[src/rtl/hazard_forwarding_unit.sv]
// EX-stage operand forwarding with load-use detection, data-memory wait/timeout
// control and saturating stall statistics.

module hazard_forwarding_lane #(
  parameter int DATA_W     = 32,
  parameter int REG_ADDR_W = 5
) (
  input  logic [REG_ADDR_W-1:0] ex_src,
  input  logic [DATA_W-1:0]     rf_data,
  input  logic                  exmem_wr,
  input  logic [REG_ADDR_W-1:0] exmem_rd,
  input  logic [DATA_W-1:0]     exmem_data,
  input  logic                  memwb_wr,
  input  logic [REG_ADDR_W-1:0] memwb_rd,
  input  logic [DATA_W-1:0]     memwb_data,
  input  logic [REG_ADDR_W-1:0] id_src,
  input  logic                  id_uses,
  input  logic [REG_ADDR_W-1:0] idex_rd,
  output logic [DATA_W-1:0]     fwd_data,
  output logic                  lu_match
);
  logic exmem_hit, memwb_hit;

  // r0 is hardwired zero, so a write targeting it must never be forwarded
  assign exmem_hit = exmem_wr && (exmem_rd != '0) && (exmem_rd == ex_src);
  assign memwb_hit = memwb_wr && (memwb_rd != '0) && (memwb_rd == ex_src);

  always_comb begin
    fwd_data = rf_data;
    if (exmem_hit)      fwd_data = exmem_data;
    else if (memwb_hit) fwd_data = memwb_data;
  end

  assign lu_match = id_uses && (id_src == idex_rd);
endmodule

module hazard_forwarding_unit #(
  parameter int DATA_W      = 32,
  parameter int REG_ADDR_W  = 5,
  parameter int N_OPS       = 2,
  parameter int MEM_TIMEOUT = 255,
  parameter int CNT_W       = 16
) (
  input  logic                         clk,
  input  logic                         rst,
  input  logic [N_OPS*REG_ADDR_W-1:0]  IDEX_reg_src,
  input  logic [N_OPS*DATA_W-1:0]      reg_read_data_in,
  input  logic                         IDEX_regwrite_ctrl,
  input  logic                         IDEX_memread,
  input  logic [REG_ADDR_W-1:0]        IDEX_reg_rd,
  input  logic                         ID_valid,
  input  logic [N_OPS*REG_ADDR_W-1:0]  ID_reg_src,
  input  logic [N_OPS-1:0]             ID_uses_src,
  input  logic                         EXMEM_regwrite_ctrl,
  input  logic [REG_ADDR_W-1:0]        EXMEM_reg_rd,
  input  logic [DATA_W-1:0]            EXMEM_alu_output,
  input  logic                         EXMEM_mem_req,
  input  logic                         mem_ready,
  input  logic                         MEMWB_regwrite_ctrl,
  input  logic [REG_ADDR_W-1:0]        MEMWB_reg_rd,
  input  logic [DATA_W-1:0]            MEMWB_mux_output,
  input  logic                         stats_clr,
  output logic [N_OPS*DATA_W-1:0]      read_data,
  output logic                         pc_write_en,
  output logic                         IFID_write_en,
  output logic                         IDEX_bubble,
  output logic                         pipe_freeze,
  output logic                         mem_timeout_err,
  output logic [CNT_W-1:0]             lu_stall_cnt,
  output logic [CNT_W-1:0]             mem_wait_cnt
);
  localparam int WCTR_W = (MEM_TIMEOUT < 1) ? 1 : $clog2(MEM_TIMEOUT + 1);
  localparam logic [WCTR_W-1:0] WAIT_LAST = WCTR_W'(MEM_TIMEOUT - 1);
  localparam logic [CNT_W-1:0]  CNT_MAX   = '1;

  typedef enum logic [1:0] {RUN = 2'd0, MEM_WAIT = 2'd1, ERROR = 2'd2} state_t;

  logic [N_OPS-1:0][REG_ADDR_W-1:0] ex_src, id_src;
  logic [N_OPS-1:0][DATA_W-1:0]     rf_data, fwd_data;
  logic [N_OPS-1:0]                 lu_match;

  assign ex_src    = IDEX_reg_src;
  assign id_src    = ID_reg_src;
  assign rf_data   = reg_read_data_in;
  assign read_data = fwd_data;

  genvar g;
  generate
    for (g = 0; g < N_OPS; g++) begin : g_lane
      hazard_forwarding_lane #(.DATA_W(DATA_W), .REG_ADDR_W(REG_ADDR_W)) u_lane (
        .ex_src     (ex_src[g]),
        .rf_data    (rf_data[g]),
        .exmem_wr   (EXMEM_regwrite_ctrl),
        .exmem_rd   (EXMEM_reg_rd),
        .exmem_data (EXMEM_alu_output),
        .memwb_wr   (MEMWB_regwrite_ctrl),
        .memwb_rd   (MEMWB_reg_rd),
        .memwb_data (MEMWB_mux_output),
        .id_src     (id_src[g]),
        .id_uses    (ID_uses_src[g]),
        .idex_rd    (IDEX_reg_rd),
        .fwd_data   (fwd_data[g]),
        .lu_match   (lu_match[g])
      );
    end
  endgenerate

  logic lu_hit, mem_wait, freeze_c;
  state_t state, state_nxt;
  logic [WCTR_W-1:0] wait_ctr;

  assign lu_hit   = ID_valid && IDEX_memread && IDEX_regwrite_ctrl &&
                    (IDEX_reg_rd != '0) && (|lu_match);
  assign mem_wait = EXMEM_mem_req && !mem_ready;

  always_ff @(posedge clk or posedge rst) begin
    if (rst) state <= RUN;
    else     state <= state_nxt;
  end

  // wait_ctr counts the MEM_WAIT cycles; the RUN cycle that saw the request
  // is the extra one, hence MEM_TIMEOUT+1 wait cycles before ERROR
  always_comb begin
    state_nxt = state;
    case (state)
      RUN:      if (mem_wait) state_nxt = MEM_WAIT;
      MEM_WAIT: if (!mem_wait)                   state_nxt = RUN;
                else if (wait_ctr == WAIT_LAST)  state_nxt = ERROR;
      ERROR:    state_nxt = ERROR;
      default:  state_nxt = RUN;
    endcase
  end

  always_comb begin
    freeze_c        = mem_wait || (state == ERROR);
    mem_timeout_err = (state == ERROR);
    pipe_freeze     = rst || freeze_c;
    pc_write_en     = !rst && !(freeze_c || lu_hit);
    IFID_write_en   = !rst && !(freeze_c || lu_hit);
    IDEX_bubble     = !rst && lu_hit && !freeze_c;
  end

  always_ff @(posedge clk or posedge rst) begin
    if (rst)                                wait_ctr <= '0;
    else if (state != MEM_WAIT)             wait_ctr <= '0;
    else if (mem_wait && wait_ctr != '1)    wait_ctr <= wait_ctr + 1'b1;
  end

  always_ff @(posedge clk or posedge rst) begin
    if (rst) begin
      lu_stall_cnt <= '0;
      mem_wait_cnt <= '0;
    end else if (stats_clr) begin
      lu_stall_cnt <= '0;
      mem_wait_cnt <= '0;
    end else begin
      if (IDEX_bubble && lu_stall_cnt != CNT_MAX) lu_stall_cnt <= lu_stall_cnt + 1'b1;
      if (pipe_freeze && mem_wait_cnt != CNT_MAX) mem_wait_cnt <= mem_wait_cnt + 1'b1;
    end
  end
endmodule

[config.mk]
export PLATFORM = sky130hd
export DESIGN_NAME = hazard_forwarding_unit
export DESIGN_NICKNAME = d
export VERILOG_FILES = /design/src/rtl/hazard_forwarding_unit.sv
export SDC_FILE = /design/constraint.sdc
export NUM_CORES = 1
export LEC_CHECK = 0
export BUFFER_PORTS_ARGS = -buffer_cell sky130_fd_sc_hd__buf_2
export CAP_MARGIN = 10
export CORE_AREA = 2 2 108 110
export DETAILED_ROUTE_END_ITERATION = 7
export DIE_AREA = 0 0 110 112
export PLACE_DENSITY = 0.81
export SYNTH_ARGS = -nofsm -noshare
export SYNTH_HDL_FRONTEND = slang
export SYNTH_SLANG_ARGS = --single-unit
[constraint.sdc]
create_clock -name clk -period 3.25 [get_ports clk]
set_input_delay 0.325 -clock clk [delete_from_list [all_inputs] [get_ports clk]]
set_output_delay 0.325 -clock clk [all_outputs]
set_load 0.03 [all_outputs]
==> results of run 1 <==
## report_power, final
| group | switching [W] | total [W] | internal (W) |
|---|---|---|---|
| registers | 0.00000689 | 0.000535 | 0.000528 |
| clock network | 0.000191 | 0.000538 | 0.000347 |
| logic | 0.000323 | 0.000519 | 0.000196 |
## cell families (layout without fill, tap and decap cells)
kind of cell | after synthesis | in the layout | share of synthesized area
xor gates and xnor gates | 52 | 52 | 0.115
DFF | 42 | 42 | 0.265
and+or+nand+nor | 192 | 192 | 0.254
muxes | 66 | 66 | 0.167
adders and majority gates | 4 | 4 | 0.0126
buffers and inverters | 32 | 297 | 0.0351
AOI/OAI and AO/OA | 104 | 104 | 0.151
other | 0 | 1 | 0
## worst register-to-register path, delay by kind of cell, from the launching register on
| family | cells | cell delay, ns |
|---|---|---|
| AO/OA/AOI/OAI | 1 | 0.40 |
| adder cells (fa/ha/maj) | 1 | 0.25 |
| flip-flops | 1 | 0.45 |
| multiplexers | 1 | 0.24 |
| AND/OR/NAND/NOR | 3 | 0.74 |
## worst max-delay path by stage
stage                                to  slack [ns]  cells after the start
after CTS                 read_data[40]        0.56                      8
after global placement    read_data[39]        0.56                      8
after detailed placement  read_data[40]        0.56                      8
after global routing      read_data[32]        0.34                      8
after floorplan           read_data[10]        0.93                      6
final                     read_data[56]        0.58                      8
## registers in the layout, summed over array words and instances (netlist names)
signal / count
lu_stall_cnt: 16
state: 2
mem_wait_cnt: 16
wait_ctr: 8
## per-layer routing
| metal | routed length (um) | vias up | part of all wire |
|---|---|---|---|
| li1 | - | 2289 | - |
| met1 | 5790 | 2153 | 0.42 |
| met2 | 6790 | 188 | 0.49 |
| met3 | 1060 | 20 | 0.076 |
| met4 | 258 | 0 | 0.019 |
| met5 | 0 | - | 0 |
## cells in the final DEF, fill, tap and decap left out, types with 3 or more instances in the layout
master / instances
nand4_1: 16
nor3_1: 3
xnor2_1: 27
buf_4: 4
and3_1: 7
clkbuf_16: 5
or3_1: 6
ha_1: 4
or4_1: 7
mux2i_1: 66
nor2_1: 36
a21oi_1: 14
nor4_4: 4
or3_2: 3
o31ai_1: 5
nand2_1: 74
inv_1: 7
buf_2: 275
a311oi_1: 3
nand3_1: 20
xor2_1: 25
dfrtp_1: 42
clkbuf_8: 3
o21ai_1: 70
## final cells by class
cell class / count / area share
Tap cell: 143 / 0.0317
Clock buffer: 8 / 0.0295
Sequential cell: 42 / 0.186
Timing Repair Buffer: 281 / 0.256
Inverter: 8 / 0.00532
Antenna cell: 1 / 0.000443
Multi-Input combinational cell: 418 / 0.491
## through the flow
stage | hold slack, ns | cells
final | 0.171 | 901
after global routing | 0.225 | 900
after CTS | 0.191 | 900
after detailed placement | 0.465 | 892
after global placement | 0.429 | 892
after floorplan | 0.398 | 492
==> reports/qor.log, run 1 <==
qor: setup_path.critPathLaunch IDEX_reg_src[9]
qor: synth.dominantRegCellSynth dfrtp_1
qor: global_route.use_met3 0.0463
qor: detailed_routing.via_per_inst 5.16
qor: clocking.cts_hold_buf 0
qor: place.port-buffer-count 275
qor: setup_path.worst_ep_arrival_time 2.34 ns
qor: global_route.grt_remaining_overflow 0
qor: setup_path.critical_path.cell_chain buf_2 > xnor2_1 > nand3_1 > nor4_4 > buf_4 > nand2_1 > o21ai_1 > buf_2
qor: power.pwr_density_cell 282 nW/um^2
qor: setup_path.cp_common_cell buf_2
qor: setup_path.crit_path_max_incr_delay 0.63 ns
qor: setup_path.crit-reg2reg-capture lu_stall_cnt[1]
qor: detailed_routing.drtAntennaViolNets 0
qor: final_layout.multi_input_gate_area_in_the_final_layout 2770 sq um
qor: die.die_height 112 um
qor: detailed_routing.drt-initial-drc-count 323
qor: global_route.grt_max_degree 53
qor: global_route.grtUsageMet1 0.258
qor: sta.setup_total_negative_slack 0 ns
qor: clocking.ctsResizeCount 0
qor: power.total_power_consumption_of_the_routed_design 0.00159 W
qor: clocking.clock_sink_count 42
qor: global_route.busiest_layer met2
qor: detailed_routing.dr_total_vias 4650
qor: clocking.clock_tree_from_tritoncts built
qor: sta.layout_setup_ws 0.583 ns
qor: setup_path.critical_path_class in2out
qor: final_layout.area_delta_synth_final 42.6%
qor: final_layout.fin_nets 935
qor: die.i_o_pin_count 276
qor: die.rows 39
qor: sta.max_slew_violations 0
qor: setup_path.required 2.92 ns
qor: die.design.die.area 12300 sq um
qor: sta.final.min_clock_period 2.67 ns
qor: setup_path.critical_path.reg2reg.startpoint lu_stall_cnt[0]
qor: setup_path.cpMaxStageDelayCell nor4_4
qor: final_layout.fillerInstances 1077
qor: sta.finalCritPeriodShare 0.821
qor: setup_path.worstPathBufferInverterCount 3
qor: global_route.antenna_found_initial 1
qor: setup_path.cpLargestDelayFamily buffers and inverters
qor: power.power_leakage 2.54 nW
qor: clocking.clock-root-buffer clkbuf_16
qor: sta.skew 0.00465 ns
qor: setup_path.worstSetupStartpointType primary input
qor: setup_path.cp-end-kind output port
qor: final_layout.register_area 1050 sq um
qor: global_route.number_of_global_route_vias_before_repair 4266
qor: synth.synth.cells.most_frequent 74 x nand2_1, 70 x o21ai_1, 66 x mux2i_1
qor: global_route.grt_first_pass_wirelength 20700 um
qor: synth.synth.yosys.seq_area_share 0.265
qor: synth.yosys-top-cells-area dfrtp_1 27%, mux2i_1 17%, o21ai_1 8.8%
qor: global_route.met2_global_route_usage 0.366
qor: sta.rsz_0062_raised_after_global_routing false
qor: sta.slew_headroom 0.412
qor: outcome.result_of_the_run complete, no violations
qor: place.placed_instance_area 5480 sq um
qor: sta.report.final.setup_viol 0
qor: detailed_routing.drt_drc_violations_left 0
qor: detailed_routing.route.detailed.wl_per_inst 15.4 um
qor: synth.async_flop_share 1.00
qor: final_layout.finalCoreUtilization 0.505
qor: synth.synthesis.instances 492
qor: synth.yosysWarnings 0
qor: clocking.cts_buffers 5
qor: sta.achievable_freq 375 MHz
qor: sta.final-hold-violation-count 0
qor: setup_path.regToRegSetupSlack 1.04 ns
qor: final_layout.final_layout_size_suffix_gt1_frac 0.408
qor: run.maxCapViolCount 0
qor: synth.yosys.area.top_type dfrtp_1
qor: sta.timing_worst_slew_pin_value 0.876 ns
qor: clocking.clock_latency 0.28 ns
qor: die.initial_utilization 0.354
qor: die.die_x_extent 110 um
qor: synth.ys_ff_latch 42
qor: setup_path.r2r.worst_path.cells 6
qor: setup_path.path_max_fanout 52
qor: place.globalplace.congestion 0.836
qor: detailed_routing.tritonroute_pass_1_iters 5
qor: final_layout.final_design_area_no_fill 5650 sq um
qor: synth.syn_avg_cell_area 8.05 sq um
qor: place.detailedPlacementHpwl 11100 um
qor: clocking.clk_pin_slew 0.06 ns
qor: synth.netlist.area_leader.share 0.265
qor: power.vdd_ir_drop_max 0.350 mV
qor: die.core_area 11200 sq um
qor: synth.cell_area_after_technology_mapping 3960 sq um
qor: clocking.postCtsSetupBuffers 0
qor: min_path.holdCritPathClass in2async
qor: global_route.grt_util_all_layers 0.210
qor: synth.synth_cell_type_count 47
qor: place.post-place-ws 0.562 ns
qor: synth.synth_most_common_cell nand2_1
qor: clocking.cts_htree_levels 2
qor: synth.mappedNetlistNets 671
qor: detailed_routing.wl 13900 um
qor: clocking.clk_path_buf_depth 2
qor: synth.synth_enable_flop_cells 0
(Power assumes the default switching activity.)
==> run 2, diff against run 1 <==
--- a/config.mk
+++ b/config.mk
@@ -5,12 +5,13 @@
 export SDC_FILE = /design/constraint.sdc
 export NUM_CORES = 1
 export LEC_CHECK = 0
+export ABC_AREA = 1
 export BUFFER_PORTS_ARGS = -buffer_cell sky130_fd_sc_hd__buf_2
 export CAP_MARGIN = 10
-export CORE_AREA = 2 2 108 110
+export CORE_AREA = 2 2 107 109
 export DETAILED_ROUTE_END_ITERATION = 7
-export DIE_AREA = 0 0 110 112
-export PLACE_DENSITY = 0.81
+export DIE_AREA = 0 0 109 111
+export PLACE_DENSITY = 0.88
 export SYNTH_ARGS = -nofsm -noshare
 export SYNTH_HDL_FRONTEND = slang
 export SYNTH_SLANG_ARGS = --single-unit
==> constraint.sdc (replaced) <==
create_clock -name clk -period 2.63 [get_ports clk]
set_input_delay 0.263 -clock clk [delete_from_list [all_inputs] [get_ports clk]]
set_output_delay 0.263 -clock clk [all_outputs]
set_load 0.03 [all_outputs]
==> run 2 against run 1 <==
Clock skew is 0.0026 ns higher. Die area is 1.8% lower. Flip-flop and latch count unchanged. Total power up 40%. Sequential share of layout area decreased by 1.5 points. Highest routed layer is now met5. Combinational power increased by 43%. Synthesized area is 14% higher. First-iteration DRC count rose by 82%. Largest cell class unchanged. Clock power up 55%. Synthesized cell count increased by 46%.
==> reports/qor.log, run 2 <==
qor: sta.skew 0.00729 ns [+0.00265 ns]
qor: synth.async_flop_share 1.00 [unchanged]
qor: synth.synth.yosys.seq_area_share 0.232 [-0.0335]
qor: power.pwr_density_cell 364 nW/um^2 [+29%]
qor: clocking.clock_tree_from_tritoncts built
qor: clocking.clock-root-buffer clkbuf_16
qor: detailed_routing.drt_drc_violations_left 0 [unchanged]
qor: detailed_routing.route.detailed.wl_per_inst 16.6 um [+7.9%]
qor: global_route.antenna_found_initial 3 [+2]
qor: synth.cell_area_after_technology_mapping 4530 sq um [+14%]
qor: setup_path.worst_ep_arrival_time 1.89 ns [-0.45 ns]
qor: global_route.number_of_global_route_vias_before_repair 5732 [+34%]
qor: synth.yosys.area.top_type dfrtp_1
qor: clocking.cts_hold_buf 0 [unchanged]
qor: sta.slew_headroom 0.589 [+0.177]
qor: synth.yosys-top-cells-area dfrtp_1 23%, nand2_1 14%, nand3_1 10%
qor: global_route.grt_util_all_layers 0.302 [+0.0918]
qor: final_layout.biggestRegsByFlops lu_stall_cnt (16), mem_wait_cnt (16), wait_ctr (8)
qor: sta.report.final.setup_viol 0 [unchanged]
qor: synth.synth.cells.most_frequent 168 x nand2_1, 113 x nor2_1, 91 x nand3_1
qor: clocking.cts_buffers 5 [unchanged]
qor: clocking.clock_latency 0.29 ns [about the same]
qor: final_layout.most_common_cell_after_layout_fill_and_taps_aside buf_2
qor: final_layout.fillerInstances 1068 [-0.84%]
qor: sta.timing_worst_slew_pin_value 0.615 ns [-0.261 ns]
qor: global_route.grt_remaining_overflow 0 [unchanged]
qor: final_layout.finalCoreUtilization 0.555 [+0.0495]
qor: global_route.grt_max_degree 65 [+23%]
qor: synth.synth_enable_flop_cells 0 [unchanged]
qor: sta.final.min_clock_period 2.15 ns
qor: die.die_x_extent 109 um [-0.91%]
qor: setup_path.path_max_fanout 32 [-38%]
qor: place.globalplace.congestion 0.982 [+17%]
qor: final_layout.final_layout_size_suffix_gt1_frac 0.352 [-0.0564]
qor: setup_path.critical_path_class in2out
qor: die.die_height 111 um [-0.89%]
qor: sta.max_slew_violations 0 [unchanged]
qor: die.i_o_pin_count 276 [unchanged]
qor: run.maxCapViolCount 0 [unchanged]
qor: power.vdd_ir_drop_max 0.270 mV [-23%]
qor: setup_path.cp-end-kind output port
qor: synth.mappedNetlistNets 896 [+34%]
qor: clocking.ctsResizeCount 0 [unchanged]
qor: synth.synthesis.instances 717 [+46%]
qor: sta.finalCritPeriodShare 0.818
qor: min_path.holdCritPathClass in2async
qor: die.initial_utilization 0.409 [+0.0547]
qor: synth.ys_ff_latch 42 [unchanged]
qor: detailed_routing.wl 18600 um [+34%]
qor: sta.rsz_0062_raised_after_global_routing false
qor: clocking.clock_sink_count 42 [unchanged]
qor: sta.setup_total_negative_slack 0 ns [unchanged]
qor: power.power_leakage 3.31 nW [+30%]
qor: power.total_power_consumption_of_the_routed_design 0.00223 W [+40%]
qor: setup_path.worstSetupStartpointType primary input
qor: setup_path.regToRegSetupSlack 0.51 ns [-0.53 ns]
qor: detailed_routing.drtAntennaViolNets 0 [unchanged]
qor: detailed_routing.tritonroute_pass_1_iters 7 [+2]
qor: sta.final-hold-violation-count 0 [unchanged]
qor: sta.layout_setup_ws 0.479 ns [-0.104 ns]
qor: setup_path.required 2.37 ns [-0.55 ns]
qor: synth.dominantRegCellSynth dfrtp_1
qor: clocking.postCtsSetupBuffers 0 [unchanged]
qor: synth.synth_cell_type_count 38 [-19%]
qor: place.post-place-ws 0.492 ns [-0.0700 ns]
qor: synth.yosysWarnings 0 [unchanged]
qor: place.detailedPlacementHpwl 14800 um [+33%]
qor: final_layout.most-common-layout-cells 275 x buf_2, 168 x nand2_1, 111 x nor2_1
qor: final_layout.fin_nets 1153 [+23%]
qor: final_layout.area_delta_synth_final 35.6%
qor: detailed_routing.via_per_inst 5.52 [+6.9%]
qor: synth.syn_avg_cell_area 6.32 sq um [-21%]
qor: die.core_area 11100 sq um [-0.87%]
qor: clocking.cts_htree_levels 2 [unchanged]
qor: detailed_routing.dr_total_vias 6174 [+33%]
qor: die.design.die.area 12100 sq um [-1.8%]
qor: detailed_routing.drt-initial-drc-count 589 [+82%]
qor: place.port-buffer-count 275 [unchanged]
qor: clocking.clk_path_buf_depth 2 [unchanged]
qor: die.rows 39 [unchanged]
qor: sta.achievable_freq 465 MHz
qor: synth.synth_most_common_cell nand2_1
qor: global_route.grt_first_pass_wirelength 28900 um [+39%]
qor: outcome.result_of_the_run complete, no violations
qor: synth.netlist.area_leader.share 0.232 [-0.0335]
qor: clocking.clk_pin_slew 0.06 ns [about the same]
==> run 2: cell count changes after synthesis, moves of 14 or more <==
cell and delta:
nand2_1 +94, nor2_1 +77, nand3_1 +71, mux2i_1 -66
a31oi_1 +65, o21ai_1 -61, inv_1 +42, xnor2_1 -15
clkbuf_1 -14
==> run 2: worst paths after layout <==
| check | from | endpoint | depth (start not counted) |
|---|---|---|---|
| min in group clk | stats_clr | lu_stall_cnt[1] | 2 |
| max in group asynchronous | rst | lu_stall_cnt[6] | 3 |
| worst min-delay path | rst | lu_stall_cnt[15] | 3 |
| worst min register to register | state[1] | state[0] | 1 |
| worst max register to register | mem_wait_cnt[0] | mem_wait_cnt[6] | 10 |
| worst max-delay path | MEMWB_reg_rd[3] | read_data[54] | 7 |
==> run 2: kinds of logic (layout without fill, tap and decap cells) <==
kind of cell,Yosys count,in the layout,share of synthesized area
AOI/OAI and AO/OA,105,105,0.139
xor gates and xnor gates,34,34,0.0657
adders and majority gates,4,4,0.0110
buffers and inverters,98,356,0.110
DFF,42,42,0.232
other,0,1,0
and+or+nand+nor,434,434,0.442
==> run 2: through the flow <==
step / instances / area, sq um / hold WS (ns)
floorplan: 717 / 4530 / 0.326
global placement: 1110 / 5940 / 0.452
detailed placement: 1110 / 5940 / 0.459
CTS: 1118 / 6140 / 0.201
global route: 1118 / 6140 / 0.221
finish: 1119 / 6140 / 0.167
==> run 2: worst max-delay path: stages <==
cell	delay, ns
buf_2	0.13
xor2_1	0.17
nor2_2	0.36
nand2_2	0.47
nand2_1	0.20
a31oi_1	0.10
buf_2	0.19
==> run 2: area by class of cell <==
cell class	count	area, sq um	share of cell area
Antenna cell	1	2.50	0.000407
Sequential cell	42	1050	0.171
Tap cell	143	179	0.0291
Clock inverter	2	60.1	0.00977
Inverter	59	221	0.0360
Timing Repair Buffer	289	1510	0.245
Clock buffer	6	139	0.0226
Multi-Input combinational cell	577	2990	0.486
==> run 2: report_power, final <==
group / switching (W) / internal, W
logic: 0.000491 / 0.000249
registers: 0.00000650 / 0.000652
clock network: 0.000266 / 0.000570
==> run 2: layer usage <==
layer  wire length [um]  global-route usage  up-vias
li1                   -                   -     2926
met1               7910               0.419     2797
met2               8260               0.466      393
met3               1880              0.0641       54
met4                554              0.0889        4
met5                 23                   0        -
